## src/rtl/median_filter_pkg.sv

```systemverilog
// Shared types and helpers for the median_filter frame sequencer.
package median_filter_pkg;

  typedef enum logic [2:0] {
    IDLE,
    START,
    FEED,
    DRAIN,
    DONE,
    ERROR
  } ctrl_state_e;

  function automatic int pix_total(input int len, input int height);
    return len * height;
  endfunction

endpackage

```

## src/rtl/pix_pos_counter.sv

```systemverilog
// Raster position tracker: walks col/row across one frame and flags the first
// pixel, each line end and the final pixel of the frame.
module pix_pos_counter #(
  parameter int LEN    = 4,
  parameter int HEIGHT = 3
) (
  input  logic clk,
  input  logic rst_n,
  input  logic clr,
  input  logic adv,
  output logic sof,
  output logic eol,
  output logic eof
);

  localparam int COL_W = $clog2(LEN);
  localparam int ROW_W = $clog2(HEIGHT);
  localparam logic [COL_W-1:0] COL_LAST = COL_W'(LEN - 1);
  localparam logic [ROW_W-1:0] ROW_LAST = ROW_W'(HEIGHT - 1);

  logic [COL_W-1:0] col;
  logic [ROW_W-1:0] row;

  always_comb begin
    sof = (col == '0) && (row == '0);
    eol = (col == COL_LAST);
    eof = (col == COL_LAST) && (row == ROW_LAST);
  end

  // Column wraps after each line end, row wraps after the last pixel.
  always_ff @(posedge clk or negedge rst_n) begin
    if (!rst_n) begin
      col <= '0;
      row <= '0;
    end else if (clr) begin
      col <= '0;
      row <= '0;
    end else if (adv) begin
      if (eol) begin
        col <= '0;
        row <= eof ? '0 : row + 1'b1;
      end else begin
        col <= col + 1'b1;
      end
    end
  end

endmodule

```

## src/rtl/median_frame_ctrl.sv

```systemverilog
// Frame sequencer around median_filter: starts the filter, gates one frame of
// source pixels into it, then counts, tags and forwards the filtered pixels.
module median_frame_ctrl
  import median_filter_pkg::*;
#(
  parameter int IMAGE_LEN    = 1080,
  parameter int IMAGE_HEIGHT = 720,
  parameter int TIMEOUT_CYC  = 4096,
  parameter int DATA_W       = 8
) (
  input  logic              clk,
  input  logic              rst_n,
  input  logic              frame_req_i,
  input  logic              abort_i,
  input  logic              clr_err_i,
  input  logic              src_pix_valid_i,
  input  logic [DATA_W-1:0] src_pix_data_i,
  output logic              mf_start_o,
  output logic              mf_pix_valid_o,
  output logic [DATA_W-1:0] mf_pix_data_o,
  input  logic              mf_done_i,
  input  logic              mf_pix_valid_i,
  input  logic [DATA_W-1:0] mf_pix_data_i,
  output logic              dst_pix_valid_o,
  output logic [DATA_W-1:0] dst_pix_data_o,
  output logic              sof_o,
  output logic              eol_o,
  output logic              eof_o,
  output logic              busy_o,
  output logic              frame_done_o,
  output logic              err_o,
  output logic [15:0]       drop_cnt_o,
  output logic [15:0]       frame_cnt_o
);

  localparam int N     = pix_total(IMAGE_LEN, IMAGE_HEIGHT);
  localparam int CNT_W = $clog2(N + 1);
  localparam int TMO_W = $clog2(TIMEOUT_CYC + 1);
  localparam logic [CNT_W-1:0] N_CNT    = CNT_W'(N);
  localparam logic [TMO_W-1:0] TMO_LAST = TMO_W'(TIMEOUT_CYC - 1);

  ctrl_state_e state, next_state;

  logic [CNT_W-1:0] out_cnt;
  logic [TMO_W-1:0] tmo_cnt;
  logic             done_seen;
  logic             clear, in_take, out_take, out_full, done_any;
  logic             tmo_hit, complete, err_set;
  logic             in_sof_unused, in_eol_unused, in_eof;
  logic             out_sof, out_eol, out_eof;

  assign clear    = abort_i || (state == IDLE);
  assign in_take  = src_pix_valid_i && (state == FEED);
  assign out_full = (out_cnt == N_CNT);
  assign out_take = mf_pix_valid_i && ((state == FEED) || (state == DRAIN)) && !out_full;
  assign done_any = done_seen || mf_done_i;
  assign tmo_hit  = (state == DRAIN) && !mf_pix_valid_i && (tmo_cnt == TMO_LAST);
  assign complete = (state == DRAIN) && done_any && (out_full || (out_take && out_eof));
  assign err_set  = (state == DRAIN) && (next_state == ERROR);

  pix_pos_counter #(.LEN(IMAGE_LEN), .HEIGHT(IMAGE_HEIGHT)) u_in_pos (
    .clk   (clk),
    .rst_n (rst_n),
    .clr   (clear),
    .adv   (in_take),
    .sof   (in_sof_unused),
    .eol   (in_eol_unused),
    .eof   (in_eof)
  );

  pix_pos_counter #(.LEN(IMAGE_LEN), .HEIGHT(IMAGE_HEIGHT)) u_out_pos (
    .clk   (clk),
    .rst_n (rst_n),
    .clr   (clear),
    .adv   (out_take),
    .sof   (out_sof),
    .eol   (out_eol),
    .eof   (out_eof)
  );

  always_ff @(posedge clk or negedge rst_n) begin
    if (!rst_n) state <= IDLE;
    else        state <= next_state;
  end

  // Abort beats everything; completion beats the drain timeout.
  always_comb begin
    next_state = state;
    if (abort_i && (state != IDLE)) begin
      next_state = IDLE;
    end else begin
      case (state)
        IDLE:    if (frame_req_i) next_state = START;
        START:   next_state = FEED;
        FEED:    if (in_take && in_eof) next_state = DRAIN;
        DRAIN: begin
          if (complete)     next_state = DONE;
          else if (tmo_hit) next_state = ERROR;
        end
        DONE:    next_state = IDLE;
        ERROR:   next_state = IDLE;
        default: next_state = IDLE;
      endcase
    end
  end

  always_comb begin
    busy_o       = (state != IDLE);
    mf_start_o   = (state == START);
    frame_done_o = (state == DONE);
  end

  always_ff @(posedge clk or negedge rst_n) begin
    if (!rst_n) begin
      mf_pix_valid_o  <= 1'b0;
      mf_pix_data_o   <= '0;
      dst_pix_valid_o <= 1'b0;
      dst_pix_data_o  <= '0;
      sof_o           <= 1'b0;
      eol_o           <= 1'b0;
      eof_o           <= 1'b0;
    end else begin
      mf_pix_valid_o  <= in_take;
      mf_pix_data_o   <= src_pix_data_i;
      dst_pix_valid_o <= out_take;
      dst_pix_data_o  <= mf_pix_data_i;
      sof_o           <= out_take && out_sof;
      eol_o           <= out_take && out_eol;
      eof_o           <= out_take && out_eof;
    end
  end

  // Frame bookkeeping; a new timeout outranks a simultaneous error clear.
  always_ff @(posedge clk or negedge rst_n) begin
    if (!rst_n) begin
      out_cnt     <= '0;
      done_seen   <= 1'b0;
      tmo_cnt     <= '0;
      err_o       <= 1'b0;
      drop_cnt_o  <= '0;
      frame_cnt_o <= '0;
    end else begin
      if (clear) begin
        out_cnt   <= '0;
        done_seen <= 1'b0;
      end else begin
        if (out_take) out_cnt <= out_cnt + 1'b1;
        if (mf_done_i && ((state == FEED) || (state == DRAIN))) done_seen <= 1'b1;
      end
      if ((state != DRAIN) || abort_i || mf_pix_valid_i) tmo_cnt <= '0;
      else                                               tmo_cnt <= tmo_cnt + 1'b1;
      if (err_set)        err_o <= 1'b1;
      else if (clr_err_i) err_o <= 1'b0;
      if (src_pix_valid_i && (state != FEED) && (drop_cnt_o != 16'hFFFF))
        drop_cnt_o <= drop_cnt_o + 16'd1;
      if (state == DONE) frame_cnt_o <= frame_cnt_o + 16'd1;
    end
  end

endmodule

```

## config.mk

```make
export PLATFORM = sky130hd
export DESIGN_NAME = median_frame_ctrl
export DESIGN_NICKNAME = d
export VERILOG_FILES = /design/src/rtl/median_filter_pkg.sv /design/src/rtl/pix_pos_counter.sv /design/src/rtl/median_frame_ctrl.sv
export SDC_FILE = /design/constraint.sdc
export NUM_CORES = 1
export LEC_CHECK = 0
export CAP_MARGIN = 20
export CORE_UTILIZATION = 30
export CTS_CLUSTER_DIAMETER = 80
export DETAILED_ROUTE_END_ITERATION = 8
export PLACE_DENSITY = 0.58
export SLEW_MARGIN = 25
export SYNTH_ARGS = -nofsm -noshare
export SYNTH_HDL_FRONTEND = slang
export SYNTH_SLANG_ARGS = --single-unit
```

## constraint.sdc

```tcl
create_clock -name clk -period 4.7 [get_ports clk]
set_input_delay 0.705 -clock clk [delete_from_list [all_inputs] [get_ports clk]]
set_output_delay 0.705 -clock clk [all_outputs]
set_load 0.01 [all_outputs]
```

* After elaboration in Yosys (flattened, before gate mapping)
Cells that the tools add are included.
Widths: inputs -> output; s select.
** Word-level totals
- Flip-flop bits (word level) :: 133
- Input bits :: 24
- Output and inout bits :: 57
** Operators by class
- Add/subtract/negate cells :: 8
- Equality and inequality tests :: 14
- Mux-type cells :: 27
- Reductions and logical operators :: 39
** Operators with widths (count)
- $mux 10 :: 8
- $mux 11 :: 6
- $mux 20 :: 2
- $add 16x1->16 const B :: 2
- $add 11x1->11 const B :: 2
- $eq 11x11->1 const B :: 2
- $add 10x1->10 const B :: 2
- $add 20x1->20 const B :: 1
- $eq 10x10->1 const B :: 2
- $eq 20x20->1 const B :: 1
- $logic_and 1x1->1 :: 19
- $ne 16x16->1 const B :: 1
- $mux 3 :: 5
- $add 13x1->13 const B :: 1
- $eq 13x12->1 const B :: 1
- $mux 13 :: 1
- $pmux 3 s4 :: 1
- $reduce_bool 2->1 :: 6
- $logic_not 11->1 :: 1
- $logic_not 10->1 :: 1
- $eq 3x2->1 const B :: 2
- $eq 3x3->1 const B :: 2
- $logic_or 1x1->1 :: 6
- $ne 3x2->1 const B :: 2
- 6 further kinds :: 11

* Logic depth before layout (Yosys ltp)
Gate-level depths: netlist of the first run.
- Word-level depth :: 13
- Gate-level depth with buffers :: 9

* Modules after synthesis
A second synthesis of the first run with hierarchy kept.
** Second synthesis, totals
- Cell total of the unflattened synthesis :: 665
- Area total of the unflattened synthesis :: 6749.0 sq um
** Modules (own cells, without submodules)
- median_frame_ctrl :: times used 1, cells an instance 379, area each 4204.0 sq um
- pix_pos_counter :: times used 2, cells an instance 143, area each 1272.5 sq um

* Worst setup path after synthesis of the first run
Ideal clock, no wire load.
- Kind :: reg2reg
- Start point :: register u_out_pos.col[6]
- End point :: register u_out_pos.row[6]
- Arrival :: 2008 ps
- Required time :: 4634 ps
- Slack :: 2626 ps
- Cell stages (with the launch flop) :: 6
- Buffers on the path :: 0
- Clock period less this slack :: 2074 ps
- Cell sequence :: dfrtp_1 or4_4 nor4_4 o211ai_4 or4_1 nand2_1
** On the way
- Cells in the longest elaborated chain, start to end :: 6
- Elaborated cells on any way between the ends :: 8
- Those cells by class :: eq/ne (1); mux (4); reduce/logical (3)
** Ends and longest elaborated chain
- start: declaration :: RTL line pix_pos_counter.sv:21 : logic [COL_W-1:0] col;
- start signal: assignment :: RTL line pix_pos_counter.sv:43 : col <= col + 1'b1;
- $eq 11x11->1 * :: RTL line pix_pos_counter.sv:26, pix_pos_counter.sv:27
- $logic_and 1x1->1 :: RTL line pix_pos_counter.sv:27 : eof = (col == COL_LAST) && (row == ROW_LAST);
- $mux 10 :: RTL line pix_pos_counter.sv:41 : row <= eof ? '0 : row + 1'b1;
- $mux 10 :: RTL line pix_pos_counter.sv:39 : if (eol) begin
- $mux 10 :: RTL line pix_pos_counter.sv:38 : end else if (adv) begin
- $mux 10 :: RTL line pix_pos_counter.sv:35 : end else if (clr) begin
- end signal: assignment :: RTL line pix_pos_counter.sv:41
- end: declaration :: RTL line pix_pos_counter.sv:22 : logic [ROW_W-1:0] row;
Mark *: on every way between the ends. The rest lies on a longest branch, timed or not. The select of a mux whose other input is x is not followed.
A chain may end at the register's enable or synchronous reset.

* Worst setup path after layout of the first run
- Start point :: register state[1]
- End point :: register u_out_pos.col[3]
** On the way
- Cells in the longest elaborated chain, start to end :: 5
- Elaborated cells on any way between the ends :: 9
- Those cells by class :: eq/ne (2); mux (1); reduce/logical (6)
** Ends and longest elaborated chain
- start: declaration :: RTL line median_frame_ctrl.sv:42 : ctrl_state_e state, next_state;
- start signal: assignment :: RTL line median_frame_ctrl.sv:83 : else state <= next_state;
- $eq 3x2->1 :: RTL line median_frame_ctrl.sv:55 : assign out_take = mf_pix_valid_i && ((state == FEED) || (state == DRAIN)) && !out_full;
- $logic_or 1x1->1 :: RTL line median_frame_ctrl.sv:55
- $logic_and 1x1->1 (2 in series) :: RTL line median_frame_ctrl.sv:55
- $reduce_bool 2->1 (no line)
Several ways; a longest one is shown, not always the timed one.

==> run summary, run 1 <==
Slew headroom = 0.3441
final instance area = 0.008112 mm^2
most common library cells after synthesis = 133 x dfrtp_1, 67 x nor2_1, 56 x nand2_1
vias after detailed routing = 5,018
crit path from = state[1]
Non-Filler Instances = 1,004
setup repair bufs after CTS = 0
Buffers on Ports = 80
top_reg_cell synth = dfrtp_1
Lkg Pwr = 3.341 nW
cell mode on critical path = o31ai_1
gr usage total = 0.1387
Core Box Area = 0.02096 mm^2
Hold Crit Class = in2async
dominant cell by count in the synthesized netlist = dfrtp_1
crit-path max FO = 40
flops & latches, synth = 133
multiplexer area fraction after synthesis = 0.008397
Tmin final = 2.804 ns
Slew Viols, Final = 0
Top-Level Pins = 81
area share of the largest cell type after synthesis = 0.5194
Critical Path AT = 3.09 ns
Post-Synth Adder-Cell Area = 0.02148
diodes inserted = 0
syn_area_per_cell = 10.14 um^2
Die Wd = 148.1 um
Clock Path Buffers = 2
antenna viol nets, final = 0
reg2reg end = u_out_pos.col[3]
antenna violations before repair = 0
Pre-Repair DR Iteration Count = 5
synth unique cells = 65
placed insts = 972
Synth-to-Final Area Change = 26.60%
R2R cell count = 6
Net Sw Power = 0.7161 mW
worst-margin pin slew = 0.9749 ns
clk sinks = 133
Int Pwr = 2.192 mW
root buffer cell = clkbuf_16
Final Net Count = 751
largest family of logic cells by synthesized area = simple AND/OR/NAND/NOR gates
area leader, netlist = dfrtp_1
CTS Buf Count = 17
Startpoint Class = flip-flop
mapped cell area = 0.006407 mm^2
slowest CP cell = or2_2
Sequential Power Share = 0.427
Routed WL = 14,270 um
final setup fails = 0
drt wl/cell = 14.21 um
DRC = 0
EDFF count, synth = 0
Seq/Total Area, Yosys = 0.5194
setup TNS = 0 ns
CTS tree = built
yosys warns = 0
clk slew on worst S/H paths = 0.06 ns
crit-path cells = nor3_1 > or2_2 > buf_4 > nor2_1 > o31ai_1 > o31ai_1
htree depth = 4
Synth Area in XOR/XNOR = 0.08338
P per Cell Area = 358.5 mW/mm^2
dpl hpwl = 9687 um
DIE AREA = 0.02195 mm^2
unrepaired setup endpoints after global routing = false
clock network power share = 0.469
initial DRC count = 412
Syn Inst Count = 632
outcome = complete, no violations
ys async rst share = 1.000
Crit. End Element = flip-flop
share of post-route cells with drive strength above 1 = 0.07545
Resized Gates After CTS = 0
largest net degree at the start of global routing = 103
initial core utilization = 0.3058
Req. time, crit path = 4.99 ns
vias in the first global route = 4,771
Final Wtd Congestion = 0.7989
Die Ht = 148.1 um
endpoints failing hold = 0
vias per cell = 4.998
Max-cap violations = 0
Simple-Gate Fraction of Synth Area = 0.2253
cts hold-fix bufs = 0
critical setup path kind = reg2reg
DP Area = 0.007498 mm^2
CP Capture Point = u_out_pos.col[3]
clk_lat worst skew = 0.42 ns
largest cells by area after synthesis = dfrtp_1 52%, xnor2_1 4.5%, nor2_1 3.9%
Reg2Reg Setup Slack = 1.90 ns
worst vdd ir = 0.0002286 V
CP max stage delay = 0.72 ns
Max Freq = 0.3566 GHz
Synth Net Count = 667
Net Sw Frac = 0.2462
period utilisation layout = 0.5966
Synth Area in Compound Gates = 0.1164
FP Rows = 53
Clock Skew = 0.01361 ns
first-pass GRT wire length = 24,290 um
RR Startpoint = state[1]
Logic pwr share = 0.104
GRT overflow = 0
-- registers in the layout, summed over array words and instances (netlist names), 10 cells and up --
name / count
u_in_pos.col: 11
u_in_pos.row: 10
drop_cnt_o: 16
frame_cnt_o: 16
tmo_cnt: 13
u_out_pos.col: 11
out_cnt: 20
u_out_pos.row: 10
-- final cells by class --
type / instances / area [um^2]
Clock buffer: 21 / 460.4
Fill cell: 2080 / 12840
Timing Repair Buffer: 83 / 827.0
Inverter: 23 / 86.33
Multi-Input combinational cell: 458 / 2915
Clock inverter: 11 / 150.1
Tap cell: 275 / 344.1
Sequential cell: 133 / 3328
-- critical path: cells and delay by family (launching register included) --
kind,cells,cell delay [ns]
simple gates,3,1.36
flops,1,0.53
compound gates,2,0.38
buf+inv,1,0.39
-- how the worst min path moves through the flow --
| stage | start | to | slack [ns] | cells after the start |
|---|---|---|---|---|
| 3_3_place_gp | frame_cnt_o[15] | frame_cnt_o[15] | 0.46 | 1 |
| 4_1_cts | rst_n | frame_cnt_o[11] | 0.46 | 1 |
| 2_1_floorplan | rst_n | done_seen | 0.41 | 0 |
| 5_1_grt | rst_n | frame_cnt_o[11] | 0.45 | 1 |
| 3_5_place_dp | frame_cnt_o[15] | frame_cnt_o[15] | 0.47 | 1 |
| 6_report | rst_n | frame_cnt_o[11] | 0.40 | 1 |
-- through the flow --
stage / util / worst slack (ns) / total power, mW / hold slack, ns
global route: 0.3871 / 1.603 / 3.036 / 0.4495
detailed placement: 0.3578 / 1.619 / 1.568 / 0.4668
CTS: 0.3870 / 1.849 / 2.959 / 0.4588
floorplan: - / 2.626 / 1.397 / 0.4094
global placement: 0.3578 / 1.653 / 1.565 / 0.4598
finish: 0.3871 / 1.896 / 2.908 / 0.3967
-- power by group through the flow --
| stage | Sequential [mW] | Combinational, mW | Clock [mW] |
|---|---|---|---|
| floorplan | 1.26 | 0.134 | 0 |
| global placement | 1.26 | 0.304 | 0 |
| detailed placement | 1.26 | 0.306 | 0 |
| CTS | 1.24 | 0.307 | 1.41 |
| global route | 1.25 | 0.334 | 1.45 |
| finish | 1.24 | 0.302 | 1.36 |
-- cell usage in the layout (no fill, tap or decap), types with 5 or more instances in the layout --
cell,n
nor2_1,67
o211ai_1,6
nand4_1,23
or3_1,5
nor3b_1,6
xnor2_1,33
nand2_1,56
a21oi_1,9
ha_1,11
and3_1,18
o31ai_1,17
o41ai_1,5
dfrtp_1,133
o21ai_0,25
o2111ai_1,5
clkdlybuf4s50_1,79
and2_1,5
xor2_1,28
nand3_1,39
clkbuf_16,17
nor3_1,22
inv_1,22
clkinvlp_4,5
nor4_1,8
-- cell families (layout without fill, tap and decap cells) --
family / Yosys count / count (layout)
xor gates and xnor gates: 61 / 61
AOI/OAI and AO/OA: 103 / 103
buffers and inverters: 41 / 138
adders and majority gates: 11 / 11
DFF: 133 / 133
muxes: 5 / 5
and+or+nand+nor: 278 / 278
-- per-layer routing --
metal	vias up	GRT usage	part of all wire
li1	2462	-	-
met1	2460	0.1925	0.49
met2	89	0.2115	0.46
met3	7	0.03926	0.041
met4	0	0.03557	0.0053
met5	-	0	0
No activity file was read; power rests on OpenSTA's default activity.
==> run 2: changes to the inputs <==
clock period = 2.87 ns   (was 4.7 ns; I/O delays follow)
==> run 2 against run 1 <==
Net effect:
- utilization grew 0.69 points
- via count grew 0.40%
- highest routed layer unchanged
- critical endpoint is now u_out_pos.col[6]
- largest power group unchanged
- critical path type unchanged
- clock power grew 74%
- die area is the same
- flip-flop and latch count is the same
- sequential power grew 64%
==> run summary, run 2 (synthesized netlist as in run 1, its figures left out) <==
P per Cell Area = 594.9 mW/mm^2
Final Wtd Congestion = 0.8119
Tmin final = 2.457 ns
Routed WL = 14,540 um
Critical Path AT = 2.75 ns
clk_lat worst skew = 0.42 ns
Startpoint Class = flip-flop
Slew headroom = 0.5310
vias per cell = 4.954
setup repair bufs after CTS = 0
CTS tree = built
worst vdd ir = 0.0003259 V
Biggest register = out_cnt
unrepaired setup endpoints after global routing = false
antenna viol nets, final = 0
RR Startpoint = out_cnt[2]
Clock Path Buffers = 2
global route hottest layer = met2
most frequent cells in the layout = 133 x dfrtp_1, 79 x clkdlybuf4s50_1, 67 x nor2_1
met2 Use GR = 0.2228
root buffer cell = clkbuf_16
max FFs per register = 20
Max-cap violations = 0
Lkg Pwr = 3.443 nW
DIE AREA = 0.02195 mm^2
FP Rows = 53
Synth-to-Final Area Change = 28.84%
Req. time, crit path = 3.16 ns
grt met1 use = 0.1963
outcome = complete, no violations
cts hold-fix bufs = 0
GRT overflow = 0
setup slack after layout = 0.4131 ns
critical setup path kind = reg2reg
Hold Crit Class = in2async
setup TNS = 0 ns
Max Freq = 0.4070 GHz
Resized Gates After CTS = 0
crit path from = out_cnt[2]
Setup WS pre-CTS = 0.4215 ns
crit-path max FO = 8
placed insts = 985
GR Layer Usage met3 = 0.03252
commonest non-fill, non-tap cell in the layout = dfrtp_1
gr usage total = 0.1437
share of post-route cells with drive strength above 1 = 0.09030
Slew Viols, Final = 0
clk sinks = 133
diodes inserted = 0
period utilisation layout = 0.8561
Core Box Area = 0.02096 mm^2
vias in the first global route = 4,901
htree depth = 4
initial core utilization = 0.3058
Clock Skew = 0.009624 ns
initial DRC count = 299
largest net degree at the start of global routing = 62
DRC = 0
Buffers on Ports = 80
final setup fails = 0
first-pass GRT wire length = 25,010 um
Die Wd = 148.1 um
endpoints failing hold = 0
CTS Buf Count = 17
Final Net Count = 764
antenna violations before repair = 0
Pre-Repair DR Iteration Count = 5
Seq. cell area = 0.003328 mm^2
drt wl/cell = 14.29 um
Top-Level Pins = 81
Largest regs = out_cnt: 20 flops, drop_cnt_o: 16 flops, frame_cnt_o: 16 flops
Multi-input gate area = 0.002915 mm^2
clk slew on worst S/H paths = 0.06 ns
Non-Filler Instances = 1,017
worst-margin pin slew = 0.6981 ns
dpl hpwl = 10,020 um
vias after detailed routing = 5,038
number of fill cells in the layout = 2,097
Die Ht = 148.1 um
Crit. End Element = flip-flop
[run 2: worst paths after layout]
kind	to	slack, ns	cells after the start
max	u_out_pos.col[6]	0.41	6
min in group clk	mf_pix_data_o[5]	0.45	1
max in group asynchronous	u_in_pos.row[4]	2.13	2
max reg2reg	u_out_pos.col[6]	0.41	6
min reg2reg	frame_cnt_o[15]	0.47	1
min	frame_cnt_o[10]	0.003	1
[run 2: area by class of cell]
class                           instances  area share
Clock buffer                           25     0.06123
Clock inverter                          7     0.01713
Inverter                               23     0.01046
Multi-Input combinational cell        458      0.3531
Sequential cell                       133      0.4032
Tap cell                              275     0.04168
Timing Repair Buffer                   96      0.1132
[run 2: through the flow]
stage | power [mW] | area (um^2) | util | hold WS (ns)
detailed placement | 2.590 | 7609 | 0.3631 | 0.4622
CTS | 4.977 | 8255 | 0.3940 | 0.01450
floorplan | 2.288 | 6407 | - | 0.1349
finish | 4.911 | 8255 | 0.3940 | 0.002931
global route | 5.122 | 8255 | 0.3940 | 0.04127
global placement | 2.588 | 7609 | 0.3631 | 0.4583
[run 2: critical path, cell delays in order (launching register included)]
cell	delay (ns)
dfrtp_1	0.40
nor4b_1	0.41
nand4_1	0.47
o21ai_2	0.41
inv_2	0.14
o21ai_2	0.38
o41ai_1	0.13
[run 2: routing by layer]
metal  vias to the layer above  routed length (um)
met5                         -                   0
met4                         0                 155
met3                        13                 493
met2                        88                6638
met1                      2458                7250
li1                       2479                   -
[run 2: where the power goes]
| part | internal [mW] | total, mW | switching (mW) |
|---|---|---|---|
| Sequential | 1.95 | 2.03 | 0.0811 |
| Clock | 1.57 | 2.36 | 0.791 |
| Combinational | 0.248 | 0.522 | 0.274 |
| Total | 3.77 | 4.91 | 1.15 |
==> run 3: changes to the inputs <==
CORE_MARGIN = 2   (was not set)
RECOVER_POWER = 100   (was not set)
SYNTH_HIERARCHICAL = 1   (was not set)
==> run 3 against run 2 <==
Net effect:
- the flow now finishes with violations (capacitance limit, slew limit)
- first-iteration DRC count is 12% lower
- register-to-register slack lost 0.15 ns
- largest power group unchanged
- flip-flop and latch count is the same
- hold slack better by 0.40 ns
- clock skew rose by 0.0030 ns
- die area is 7.6% higher
- setup slack got worse by 0.15 ns
- area after synthesis up 4.8%
- utilization shrank 1.0 points
==> run summary, run 3 <==
Final Net Count = 790
crit-path cells = or4_1 > nor3_1 > a21boi_0 > nand3_1 > or4_1 > or2b_1 > o21ai_0
share of post-route cells with drive strength above 1 = 0.1044
initial core utilization = 0.3069
clk_lat worst skew = 0.41 ns
initial DRC count = 264
reg2reg end = u_out_pos/row[8]
final setup fails = 0
Max Freq = 0.3839 GHz
Pre-Repair DR Iteration Count = 4
DIE AREA = 0.02361 mm^2
setup slack after layout = 0.2653 ns
Die Ht = 153.6 um
setup repair bufs after CTS = 0
mapped cell area = 0.006718 mm^2
largest net degree at the start of global routing = 62
Syn Inst Count = 660
Hold Crit Class = in2async
Lkg Pwr = 3.440 nW
Clock Path Buffers = 2
Setup WS pre-CTS = 0.2380 ns
crit-path max FO = 12
FP Rows = 54
Resized Gates After CTS = 0
Synth Net Count = 697
first-pass GRT wire length = 25,790 um
Routed WL = 14,980 um
slowest CP cell = or4_1
Critical Path AT = 2.93 ns
outcome = finished with violations
Startpoint Class = flip-flop
period utilisation layout = 0.9076
family with the most delay on the worst path = simple AND/OR/NAND/NOR gates
antenna viol nets, final = 0
CP max stage delay = 0.55 ns
vias in the first global route = 4,984
DRC = 0
antenna violations before repair = 0
Core Box Area = 0.02189 mm^2
Tmin final = 2.605 ns
WHS = 0.4028 ns
cts hold-fix bufs = 0
vias per cell = 4.925
Die Wd = 153.6 um
clk slew on worst S/H paths = 0.06 ns
drt wl/cell = 14.32 um
Slew Viols, Final = 62
final instance area = 0.008394 mm^2
yosys warns = 6
CTS Buf Count = 17
gr usage total = 0.1336
worst-margin pin slew = 1.568 ns
worst path bufs/invs = 0
critical setup path kind = reg2reg
Crit. End Element = flip-flop
endpoints failing hold = 0
setup TNS = 0 ns
R2R cell count = 7
clk sinks = 133
Reg2Reg Setup Slack = 0.27 ns
Synth-to-Final Area Change = 24.96%
htree depth = 4
syn_area_per_cell = 10.18 um^2
failing checks = capacitance limit, slew limit
Max-cap violations = 1
GRT overflow = 0
Buffers on Ports = 80
cell mode on critical path = or4_1
Final Wtd Congestion = 0.8161
worst vdd ir = 0.0002677 V
CTS tree = built
max FFs per register = 20
Req. time, crit path = 3.20 ns
diodes inserted = 0
Slew headroom = -0.04534
root buffer cell = clkbuf_16
P per Cell Area = 572.9 mW/mm^2
RR Startpoint = out_cnt[5]
Clock Skew = 0.01262 ns
commonest non-fill, non-tap cell in the layout = dfrtp_1
vias after detailed routing = 5,152
unrepaired setup endpoints after global routing = false
Top-Level Pins = 81
DP Area = 0.007879 mm^2
most frequent cells in the layout = 133 x dfrtp_1, 73 x dlygate4sd3_1, 71 x nor2_1
Final Core Density = 0.3835
Biggest register = out_cnt
dpl hpwl = 10,310 um
Largest regs = out_cnt: 20 flops, drop_cnt_o: 16 flops, frame_cnt_o: 16 flops
[run 3: worst max path at each step]
stage / slack (ns) / cells after the start / to / startpoint
6_report: 0.27 / 7 / u_out_pos/row[8] / out_cnt[5]
3_5_place_dp: 0.24 / 7 / u_out_pos/row[7] / mf_pix_valid_i
2_1_floorplan: 0.30 / 10 / u_out_pos/row[4] / out_cnt[0]
4_1_cts: 0.36 / 2 / frame_done_o / state[1]
5_1_grt: 0.08 / 7 / out_cnt[19] / state[1]
3_3_place_gp: 0.25 / 7 / u_out_pos/row[7] / mf_pix_valid_i
[run 3: routing by layer]
layer	wire, um	up-vias	GRT usage
met5	0	-	0
met1	7459	2497	0.1867
met3	695	2	0.03523
met4	51	0	0.04369
li1	-	2537	-
met2	6770	116	0.2019
[run 3: stage by stage]
| stage | instances | power [mW] |
|---|---|---|
| global route | 1046 | 5.026 |
| global placement | 1014 | 2.617 |
| detailed placement | 1014 | 2.620 |
| CTS | 1046 | 4.948 |
| floorplan | 660 | 2.316 |
| finish | 1046 | 4.809 |
[run 3: layout make-up]
type,count,area [um^2]
fillers,2216,13500
multi-input cells,471,3074
repair buffers,94,882.1
inverters,36,135.1
clock buffers,19,442.9
well taps,280,350.3
flip-flops and latches,133,3328
clock inverters,13,181.4
[run 3: report_power, final]
group / switching, mW / total, mW / internal [mW]
Combinational: 0.269 / 0.479 / 0.210
Sequential: 0.0879 / 2.04 / 1.95
Clock: 0.817 / 2.29 / 1.47
Total: 1.17 / 4.81 / 3.64
